[config.mk]
export PLATFORM = sky130hd
export DESIGN_NAME = pwm_capture
export DESIGN_NICKNAME = d
export VERILOG_FILES = /design/src/rtl/pwm_pkg.sv /design/src/rtl/pwm_in_sync.sv /design/src/rtl/pwm_capture.sv
export SDC_FILE = /design/constraint.sdc
export NUM_CORES = 1
export LEC_CHECK = 0
export CORE_MARGIN = 2
export CORE_UTILIZATION = 55
export CTS_CLUSTER_SIZE = 40
export DETAILED_ROUTE_END_ITERATION = 8
export PLACE_DENSITY_LB_ADDON = 0.1
export RECOVER_POWER = 25
export SLEW_MARGIN = 10
export SYNTH_ARGS = -nofsm -noshare
export SYNTH_HDL_FRONTEND = slang
export SYNTH_SLANG_ARGS = --single-unit
export TNS_END_PERCENT = 20
[constraint.sdc]
create_clock -name clk -period 3.05 [get_ports clk]
set_input_delay 0.915 -clock clk [delete_from_list [all_inputs] [get_ports clk]]
set_output_delay 0.915 -clock clk [all_outputs]
set_load 0.03 [all_outputs]
[src/rtl/pwm_pkg.sv]
// Shared constants and state encoding for the PWM capture block.
package pwm_pkg;

  localparam int unsigned PWM_PERIOD_66M  = 1_320_000;
  localparam int unsigned DEFAULT_TIMEOUT = 2 * PWM_PERIOD_66M;

  typedef enum logic [1:0] {
    IDLE  = 2'd0,
    ARMED = 2'd1,
    HIGH  = 2'd2,
    LOW   = 2'd3
  } pwm_state_e;

endpackage

[src/rtl/pwm_in_sync.sv]
// Two-flop synchronizer for an asynchronous pin, plus a history flop for edge detection.
module pwm_in_sync (
  input  logic clk,
  input  logic rst_n,
  input  logic pin,
  output logic sync,
  output logic prev,
  output logic rise,
  output logic fall
);

  logic meta_q, meta_d;
  logic sync_q, sync_d;
  logic prev_q, prev_d;

  always_comb begin
    meta_d = pin;
    sync_d = meta_q;
    prev_d = sync_q;
  end

  always_ff @(posedge clk or negedge rst_n) begin
    if (!rst_n) begin
      meta_q <= 1'b0;
      sync_q <= 1'b0;
      prev_q <= 1'b0;
    end else begin
      meta_q <= meta_d;
      sync_q <= sync_d;
      prev_q <= prev_d;
    end
  end

  assign sync = sync_q;
  assign prev = prev_q;
  assign rise = sync_q & ~prev_q;
  assign fall = ~sync_q & prev_q;

endmodule

[src/rtl/pwm_capture.sv]
// Measures high time and period of a PWM input in clk cycles, with a sticky
// dead-line timeout. Results update only on the one-cycle meas_valid strobe.
module pwm_capture
  import pwm_pkg::*;
#(
  parameter int unsigned CNT_W   = 32,
  parameter int unsigned TIMEOUT = DEFAULT_TIMEOUT
) (
  input  logic             clk,
  input  logic             rst_n,
  input  logic             pwm_in,
  output logic [CNT_W-1:0] high_cnt,
  output logic [CNT_W-1:0] period_cnt,
  output logic             meas_valid,
  output logic             timeout,
  output logic             level
);

  localparam logic [CNT_W-1:0] TIMEOUT_C = CNT_W'(TIMEOUT);
  localparam logic [CNT_W-1:0] ONE_C     = CNT_W'(1);

  logic sync, prev, rise, fall;

  pwm_in_sync u_sync (
    .clk  (clk),
    .rst_n(rst_n),
    .pin  (pwm_in),
    .sync (sync),
    .prev (prev),
    .rise (rise),
    .fall (fall)
  );

  pwm_state_e       state_q, state_d;
  logic [CNT_W-1:0] cnt_q, cnt_d;
  logic [CNT_W-1:0] hi_len_q, hi_len_d;
  logic [CNT_W-1:0] high_cnt_q, high_cnt_d;
  logic [CNT_W-1:0] period_cnt_q, period_cnt_d;
  logic             meas_valid_q, meas_valid_d;
  logic             timeout_q, timeout_d;
  logic [1:0]       prime_q, prime_d;
  logic             at_limit;
  logic             unarmed;

  // prime_q keeps IDLE from trusting sync until the synchronizer holds a real
  // pin sample, so a pulse already high at reset release is never measured.
  always_comb begin
    at_limit     = (cnt_q == TIMEOUT_C);
    unarmed      = (state_q == IDLE) || (state_q == ARMED);
    state_d      = state_q;
    hi_len_d     = hi_len_q;
    high_cnt_d   = high_cnt_q;
    period_cnt_d = period_cnt_q;
    meas_valid_d = 1'b0;
    timeout_d    = timeout_q;
    prime_d      = (prime_q == 2'd2) ? prime_q : prime_q + 2'd1;

    if (rise || (fall && unarmed)) begin
      cnt_d = ONE_C;
    end else if (at_limit) begin
      cnt_d = cnt_q;
    end else begin
      cnt_d = cnt_q + ONE_C;
    end

    if (at_limit) begin
      timeout_d = 1'b1;
      state_d   = IDLE;
    end else begin
      case (state_q)
        IDLE: begin
          if ((prime_q == 2'd2) && !sync) state_d = ARMED;
        end
        ARMED: begin
          if (rise) state_d = HIGH;
        end
        HIGH: begin
          if (fall) begin
            hi_len_d = cnt_q;
            state_d  = LOW;
          end
        end
        LOW: begin
          if (rise) begin
            high_cnt_d   = hi_len_q;
            period_cnt_d = cnt_q;
            meas_valid_d = 1'b1;
            timeout_d    = 1'b0;
            state_d      = HIGH;
          end
        end
        default: state_d = IDLE;
      endcase
    end
  end

  always_ff @(posedge clk or negedge rst_n) begin
    if (!rst_n) begin
      state_q      <= IDLE;
      cnt_q        <= '0;
      hi_len_q     <= '0;
      high_cnt_q   <= '0;
      period_cnt_q <= '0;
      meas_valid_q <= 1'b0;
      timeout_q    <= 1'b0;
      prime_q      <= 2'd0;
    end else begin
      state_q      <= state_d;
      cnt_q        <= cnt_d;
      hi_len_q     <= hi_len_d;
      high_cnt_q   <= high_cnt_d;
      period_cnt_q <= period_cnt_d;
      meas_valid_q <= meas_valid_d;
      timeout_q    <= timeout_d;
      prime_q      <= prime_d;
    end
  end

  assign high_cnt   = high_cnt_q;
  assign period_cnt = period_cnt_q;
  assign meas_valid = meas_valid_q;
  assign timeout    = timeout_q;
  assign level      = sync;

endmodule
==> results of run 1 <==
-- kinds of logic after synthesis --
family                     share of synthesized area (%)
muxes                                               19.1
xor gates and xnor gates                            1.38
and+or+nand+nor                                     9.98
adders and majority gates                          0.657
DFF                                                 60.0
AOI/OAI and AO/OA                                   5.75
buffers and inverters                               3.19
-- report_power, final --
| group | switching, mW | internal (mW) | leakage [nW] |
|---|---|---|---|
| clock | 0.764 | 1.33 | 0.298 |
| sequential | 0.0848 | 1.92 | 1.87 |
| combinational | 0.262 | 0.215 | 1.11 |
-- cells in the mapped netlist (4+ instances only) --
master      n
mux2_2     94
dfrtp_1   137
inv_1      11
nand4_1     7
o21ai_0     6
a21oi_1    23
nor2_1     11
nor4_1      4
o31ai_1    16
or4_1      18
and4_1      5
nand2_1    13
xnor2_1     6
clkbuf_1    9
nor3_1      7
nand3_1     9
buf_2      15
-- how the worst max path moves through the flow --
stage	slack [ps]	start	cells past startpoint	to
after floorplan	940	cnt_q[0]	8	high_cnt[0]
after global placement	650	cnt_q[0]	7	hi_len_q[3]
after detailed placement	600	cnt_q[0]	7	hi_len_q[28]
after CTS	420	u_sync.sync	1	level
after global routing	200	rst_n	2	cnt_q[19]
final	460	u_sync.sync	1	level
-- layer usage --
layer | track usage, % | vias to the layer above | wire, um
met1 | 30.0 | 1872 | 5120
met4 | 8.46 | 0 | 125
met3 | 5.09 | 12 | 431
met5 | 0 | - | 0
li1 | - | 1712 | -
met2 | 31.9 | 91 | 5170
-- cell type report --
type	count	share of cell area, %
multi-input cells	255	29.7
clock buffers	17	5.81
flip-flops and latches	137	48.1
repair buffers	77	10.6
inverters	11	0.579
well taps	136	2.39
clock inverters	15	2.84
-- cell usage in the layout, fill, tap and decap left out, drive strengths merged, types with 2 or more instances in the layout --
master and count:
a211oi 2, a21o 2, a21oi 23, and4 5
buf 7, bufinv 4, clkbuf 19, clkdlybuf4s50 67
clkinv 9, clkinvlp 2, dfrtp 137, ha 3
inv 11, mux2 96, nand2 13, nand3 9
nand4 8, nor2 11, nor2b 2, nor3 7
nor3b 2, nor4 4, nor4b 3, nor4bb 2
o21a 3, o21ai 7, o31ai 16, or3 3
or4 19, xnor2 6, xor2 3
-- flip-flops by register name, summed over array words and instances (netlist names) --
signal / cells
u_sync.meta_q: 1
prime_q: 2
timeout: 1
state_q: 2
hi_len_q: 32
u_sync.prev: 1
period_cnt: 32
high_cnt: 32
meas_valid: 1
cnt_q: 32
u_sync.sync: 1
-- stage by stage --
step	hold slack [ps]	power, mW	instances
2_1_floorplan	331	2.31	433
3_3_place_gp	333	2.51	616
3_5_place_dp	336	2.53	616
4_1_cts	350	4.63	648
5_1_grt	360	4.75	648
6_report	347	4.58	648
==> reports/qor.yml, run 1 <==
clock_skew_ps: 6.21
cts_resized: 0
maxCapViolCount: 1
drc: 0
peakVddDrop_mv: 0.387
final-seq-area_sq_um: 3430
routed_via_density: 5.69
fin_util_pct: 69.7
synth-seq-cells: 137
slew_viol_final: 62
antenna_found_initial: 0
grt_pass1_wl_mm: 18.5
crit_path_end_kind: "primary output"
worstHoldStart: "u_sync.meta_q"
setup_viol: 0
place_hpwl_mm: 7.06
status: "finished, violations left"
ys_seq_area_share_pct: 60.0
ys.flop_type: "dfrtp_1"
rsz0062_at_grt: "no"
synthesis.area_sq_um: 5720
period_minus_slack_ps: 2590
ant_nets: 0
synthArstFlopShare_pct: 100
post_dp_cell_area_sq_um: 6540
cts_hold_buf: 0
worst_pin_slew_ps: 1510
violations: "max-capacitance violations, max-slew violations"
worst-path-max-fanout: 6
initial_core_util_pct: 55.9
synth.area.top_cells: "dfrtp_1 60%, mux2_2 19%, or4_1 2.4%"
die_width_um: 106
ys_types: 40
path_delay_family: "buffers and inverters"
yosys.area.top_type_share_pct: 60.0
synth_fp_nets: 439
totalWireLength_mm: 10.9
multi_input_area_sq_um: 2120
timing.rr.start: "cnt_q[8]"
cts_made_buffers: 17
holdPathStages: 0
rows: 37
power.leakage_nw: 3.28
die_height_um: 106
synth_edf_count: 0
grt_overflow: 0
cts_tree: "done"
nNetsFinal: 505
h-tree-depth: 4
hold_viol: 0
fillers: 747
crit_buf_inv: 1
relSlewSlack_pct: -0.854
hold_end: "u_sync.sync"
syn2layout_area_growth_pct: 24.7
clock_latency_ps: 520
max_freq_mhz: 386
worstPathCellList: "clkdlybuf4s50_1"
globalRouteTotalUtil_pct: 21.2
wl_per_cell_um: 16.7
gp_congestion: 0.764
worstPathArrival_ps: 1680
reg2reg_depth: 5
synth_area_per_cell_sq_um: 13.2
drt_iter0_markers: 88
dieArea_sq_um: 11200
fin_ws_ps: 459
firstDrtPassIters: 4
synthCells: 433
cts_root_buffer: "clkbuf_8"
io_pins: 70
worstHoldPathType: "reg2reg"
vias: 3687
yosysWarnings: 0
first_global_vias: 3672
r2r_end: "hi_len_q[26]"
cts_max_path_buffers: 2
clock-sinks: 137
cpMaxStageDelayCell: "clkdlybuf4s50_1"
power_density_nw_per_um2: 642
pre_cts_slack_ps: 599
synth_area_leader_cell: "dfrtp_1"
cp.required_ps: 2130
portBuffers: 69
r2r_slack_ps: 610
finalSetupTns_ps: 0
num_antenna_cells: 0
design.core.area_sq_um: 10200
cp-start-kind: "flip-flop"
fin_area_sq_um: 7130
grt_max_degree: 62
path_class: "reg2out"
clk_pin_slew_ps: 60
cts_setup_buffers: 0
drive_above_1_share_pct: 27.3
slowest_delay_ps: 720
period_share_pct: 84.9
Power figures use the tool's default switching activity.
==> inputs of run 2 (changes only) <==
- CORE_UTILIZATION: 55 -> 50
- clock period: 3.05 -> 2.32 ns (I/O delays scaled with it)
==> reports/qor.yml, run 2 (same netlist as run 1, synthesis figures left out) <==
p_sw_share_pct: 23.8  # was 24.3%
period_minus_slack_ps: 2200
clockPowerShare_pct: 46.0  # was 45.7%
totalWireLength_mm: 11.1  # was 10.9 mm
grt_overflow: 0  # unchanged
multi_input_area_sq_um: 2130  # was 2120 sq um
grt_pass1_wl_mm: 19.0  # was 18.5 mm
routed_via_density: 5.54  # was 5.69
place_hpwl_mm: 7.14  # was 7.06 mm
finalPower_mw: 6.11  # was 4.58 mW
clock_latency_ps: 410  # was 520 ps
final_common_cell: "dfrtp_1"  # unchanged
path_class: "reg2reg"  # was reg2out
ant_nets: 0  # unchanged
clock-sinks: 137  # unchanged
p_switching_mw: 1.45  # was 1.11 mW
worstPathArrival_ps: 2520  # was 1680 ps
clk_pin_slew_ps: 60  # about the same
cts_made_buffers: 17  # unchanged
pre_cts_slack_ps: 34.3  # was 599 ps
final-seq-area_sq_um: 3430  # unchanged
antenna_found_initial: 0  # unchanged
cp-start-kind: "flip-flop"  # unchanged
peakVddDrop_mv: 0.525  # was 0.387 mV
nNetsFinal: 521  # was 505
initial_core_util_pct: 50.7  # was 55.9%
vias: 3715  # was 3687
max_freq_mhz: 455
hold_viol: 0  # unchanged
globalRouteTotalUtil_pct: 19.2  # was 21.2%
period_share_pct: 94.8
firstDrtPassIters: 4  # unchanged
drive_above_1_share_pct: 29.7  # was 27.3%
status: "finished, final reports clean"  # was finished, violations left
io_pins: 70  # unchanged
mostFrequentLayoutCells: "137 x dfrtp_1, 94 x mux2_2, 66 x clkdlybuf4s50_1"  # was 137 x dfrtp_1, 94 x mux2_2, 67 x clkdlybuf4s50_1
cts_max_path_buffers: 2  # unchanged
cts_tree: "done"  # unchanged
setup_viol: 0  # unchanged
power_density_nw_per_um2: 836  # was 642 nW/um^2
worstHoldPathType: "reg2reg"  # unchanged
drt_iter0_markers: 167  # was 88
gp_congestion: 0.799  # was 0.764
crit_path_end_kind: "flip-flop"  # was primary output
maxCapViolCount: 0  # was 1
die_width_um: 111  # was 106 um
worst-path-max-fanout: 17  # was 6
fillers: 868  # was 747
num_antenna_cells: 0  # unchanged
cp.required_ps: 2640  # was 2130 ps
relSlewSlack_pct: 44.9  # was -0.854%
cts_root_buffer: "clkbuf_16"  # was clkbuf_8
h-tree-depth: 4  # unchanged
syn2layout_area_growth_pct: 27.9  # was 24.7%
clock_skew_ps: 10.6  # was 6.21 ps
slew_viol_final: 0  # was 62
p_int_mw: 4.66  # was 3.47 mW
dieArea_sq_um: 12300  # was 11200 sq um
power.leakage_nw: 3.39  # was 3.28 nW
fin_area_sq_um: 7310  # was 7130 sq um
rsz0062_at_grt: "no"  # unchanged
fin_ws_ps: 120  # was 459 ps
rows: 39  # was 37
worst_pin_slew_ps: 826  # was 1510 ps
die_height_um: 111  # was 106 um
wl_per_cell_um: 16.5  # was 16.7 um
design.core.area_sq_um: 11300  # was 10200 sq um
power_frac_comb_pct: 10.7  # was 10.4%
first_global_vias: 3860  # was 3672
grt_max_degree: 59  # was 62
drc: 0  # unchanged
cts_setup_buffers: 0  # unchanged
portBuffers: 69  # unchanged
finalSetupTns_ps: 0  # unchanged
post_dp_cell_area_sq_um: 6700  # was 6540 sq um
sequentialPowerShare_pct: 43.3  # was 43.9%
==> run 2: cell count changes in the layout (fill, tap and decap cells not counted), moves of 2 or more <==
cell        previous run  this run
buf_4                  6        19
clkinv_4               6         0
clkbuf_8               1         5
buf_12                 1         3
clkbuf_4               0         2
clkinvlp_4             2         4
==> run 2: area by class of cell <==
cell class | count | share of cell area (%)
multi-input combinational | 255 | 29.1
clock inverter | 10 | 1.90
clock buffer | 22 | 6.76
inverter | 11 | 0.565
sequential | 137 | 46.9
timing repair buffer | 93 | 12.4
tap | 143 | 2.45
==> run 2: final timing paths <==
kind | from | endpoint | slack (ps) | depth (start not counted)
min in group asynchronous | rst_n | high_cnt[25] | 380 | 1
min reg2reg | u_sync.meta_q | u_sync.sync | 350 | 0
max reg2reg | cnt_q[0] | cnt_q[30] | 120 | 6
min | u_sync.meta_q | u_sync.sync | 350 | 0
max in group asynchronous | rst_n | hi_len_q[29] | 620 | 2
max | cnt_q[0] | cnt_q[30] | 120 | 6
==> run 2: through the flow <==
step / hold slack (ps) / instances / utilization [%]
3_5_place_dp: 338 / 639 / 59.5
6_report: 348 / 671 / 64.9
2_1_floorplan: 331 / 433 / -
4_1_cts: 174 / 671 / 65.1
5_1_grt: 361 / 671 / 64.9
3_3_place_gp: 332 / 639 / 59.5
==> run 2: worst max-delay path, stage by stage (launching register included) <==
cell and delay (ps):
dfrtp_1 450, ha_1 240, nand2_1 130, or4_1 460, buf_4 220, or4_1 470
a21oi_1 160
==> run 2: power groups by stage <==
stage               Combinational, mW  Clock [mW]  Sequential, mW
floorplan                       0.253           0            2.79
global placement                0.651           0            2.68
detailed placement              0.663           0            2.68
CTS                             0.668        2.87            2.64
global route                    0.703        3.00            2.66
finish                          0.652        2.81            2.65
==> run 2: routing by layer <==
layer  vias up  GRT usage, %  routed length, um
li1       1743             -                  -
met1      1883          27.0               5390
met2        83          29.2               5210
met3         6          5.36                437
met4         0          6.08                 67
met5         -             0                  0
==> run 2: what timing repair did <==
action / 4_1_cts / 5_1_grt
setup endpoints to repair: 0 / 97
hold buffers: 0 / 0
resized for setup: 0 / 2
==> inputs of run 3 (changes only) <==
- CORE_UTILIZATION: 50 -> 35
- GPL_TIMING_DRIVEN: not set -> 0
==> reports/qor.yml, run 3 (same netlist as run 1, synthesis figures left out) <==
period_share_pct: 94.6  # was 94.8%
rsz0062_at_grt: "yes"  # was no
totalWireLength_mm: 12.2  # was 11.1 mm
hold_end: "u_sync.sync"  # unchanged
path_delay_family: "buffers and inverters"  # was simple AND/OR/NAND/NOR gates
rows: 46  # was 39
worstPathArrival_ps: 2490  # was 2520 ps
cts_max_path_buffers: 2  # unchanged
crit_buf_inv: 3  # was 1
stdcell_count: 754  # was 671
maxCapViolCount: 1  # was 0
cts_root_buffer: "clkbuf_16"  # unchanged
hold_viol: 0  # unchanged
period_minus_slack_ps: 2190  # was 2200 ps
die_height_um: 132  # was 111 um
first_global_vias: 3862  # was 3860
firstDrtPassIters: 4  # unchanged
setup_viol: 0  # unchanged
path_class: "reg2reg"  # unchanged
cp-start-kind: "flip-flop"  # unchanged
slew_viol_final: 63  # was 0
grt_pass1_wl_mm: 20.5  # was 19.0 mm
cts_tree: "done"  # unchanged
fillers: 1436  # was 868
design.core.area_sq_um: 15900  # was 11300 sq um
peakVddDrop_mv: 0.500  # was 0.525 mV
max_freq_mhz: 456  # was 455 MHz
finalPower_mw: 6.16  # was 6.11 mW
num_antenna_cells: 0  # unchanged
fin_area_sq_um: 7530  # was 7310 sq um
die_width_um: 132  # was 111 um
r2r_slack_ps: 130  # was 120 ps
holdPathStages: 0  # unchanged
routed_via_density: 5.04  # was 5.54
dieArea_sq_um: 17400  # was 12300 sq um
nNetsFinal: 531  # was 521
clk_pin_slew_ps: 50  # was 60 ps
vias: 3801  # was 3715
reg2reg_depth: 8  # was 6
clock_skew_ps: 8.03  # was 10.6 ps
h-tree-depth: 4  # unchanged
mostFrequentLayoutCells: "132 x dfrtp_1, 94 x mux2_2, 66 x clkdlybuf4s50_1"  # was 137 x dfrtp_1, 94 x mux2_2, 66 x clkdlybuf4s50_1
worst_pin_slew_ps: 1580  # was 826 ps
clock-sinks: 137  # unchanged
portBuffers: 69  # unchanged
met3_usage_pct: 3.65  # was 5.36%
syn2layout_area_growth_pct: 31.8  # was 27.9%
cp.required_ps: 2620  # was 2640 ps
worstHoldPathType: "reg2reg"  # unchanged
ant_nets: 0  # unchanged
power.leakage_nw: 3.44  # was 3.39 nW
grt_overflow: 0  # unchanged
clock_latency_ps: 410  # about the same
relSlewSlack_pct: -5.59  # was 44.9%
status: "finished, violations left"  # was finished, final reports clean
drive_above_1_share_pct: 32.0  # was 29.7%
final_common_cell: "dfrtp_1"  # unchanged
place_hpwl_mm: 8.12  # was 7.14 mm
slowest_delay_ps: 460  # was 470 ps
worstHoldStart: "u_sync.meta_q"  # unchanged
grt_busiest_layer: "met2"  # unchanged
initial_core_util_pct: 35.9  # was 50.7%
violations: "max-capacitance violations, max-slew violations"
cts_made_buffers: 17  # unchanged
drt_iter0_markers: 179  # was 167
r2r_end: "period_cnt[17]"  # was cnt_q[30]
fin_util_pct: 47.3  # was 64.9%
antenna_found_initial: 0  # unchanged
globalRouteTotalUtil_pct: 14.9  # was 19.2%
crit_path_end_kind: "flip-flop"  # unchanged
timing.rr.start: "cnt_q[0]"  # unchanged
drc: 0  # unchanged
placed_cells_incl_taps: 719  # was 639
gp_congestion: 0.753  # was 0.799
met2_usage_pct: 21.8  # was 29.2%
cpMaxStageDelayCell: "dfrtp_2"  # was or4_1
power_density_nw_per_um2: 818  # was 836 nW/um^2
wl_per_cell_um: 16.2  # was 16.5 um
io_pins: 70  # unchanged
worst-path-max-fanout: 10  # was 17
grt_util_met1_pct: 21.1  # was 27.0%
post_dp_cell_area_sq_um: 6710  # was 6700 sq um
grt_max_degree: 76  # was 59
worstPathCellList: "inv_1, ha_1, nor4b_2, and4_1, a21o_1, buf_4, buf_6, mux2_2"  # was ha_1, nand2_1, or4_1, buf_4, or4_1, a21oi_1
==> run 3: cell types whose count changed in the layout (fill, tap and decap cells not counted), moves of 3 or more <==
cell and delta:
buf_4 -12, dfrtp_1 -5, dfrtp_2 +5, buf_12 -3, clkinvlp_4 -4, buf_6 +8, clkbuf_1 +8, nor4_1 -3
buf_2 +5
==> run 3: worst max path at each step <==
| stage | startpoint | endpoint | depth (start not counted) |
|---|---|---|---|
| 6_report | cnt_q[0] | period_cnt[17] | 8 |
| 5_1_grt | cnt_q[4] | cnt_q[30] | 6 |
| 4_1_cts | cnt_q[0] | cnt_q[30] | 7 |
| 3_5_place_dp | cnt_q[8] | hi_len_q[10] | 6 |
| 3_3_place_gp | rst_n | high_cnt[9] | 1 |
| 2_1_floorplan | cnt_q[0] | high_cnt[0] | 8 |
==> run 3: through the flow <==
step | hold WS [ps] | TNS [ps] | worst slack [ps]
3_5_place_dp | 340 | -25820 | -471
2_1_floorplan | 331 | 0 | 212
5_1_grt | 366 | -7.97 | -4.35
6_report | 355 | 0 | 126
3_3_place_gp | 332 | -697710 | -4940
4_1_cts | 274 | 0 | 20.4
==> run 3: layer usage <==
layer / up-vias / wire, um
met5: - / 0
met4: 0 / 239
met3: 16 / 387
met2: 75 / 5510
met1: 1938 / 6100
li1: 1772 / -
==> run 3: cell type report <==
class / count / area (sq um) / share of cell area [%]
sequential: 137 / 3430 / 45.6
multi-input combinational: 255 / 2190 / 29.1
timing repair buffer: 76 / 761 / 10.1
clock buffer: 24 / 492 / 6.53
tap: 216 / 270 / 3.59
buffer: 27 / 200 / 2.66
clock inverter: 8 / 140 / 1.86
inverter: 11 / 41.3 / 0.548
==> run 3: where the power goes <==
part	switching (mW)	internal, mW
Sequential	0.0978	2.53
Combinational	0.375	0.307
Clock	0.943	1.91
==> run 3: repair_timing <==
| item | CTS | global route |
|---|---|---|
| hold buffers | 0 | 0 |
| buffers inserted | 2 | 4 |
| resized for setup | 20 | 32 |
| pin swaps | 2 | 5 |
| setup endpoints to repair | 98 | 108 |
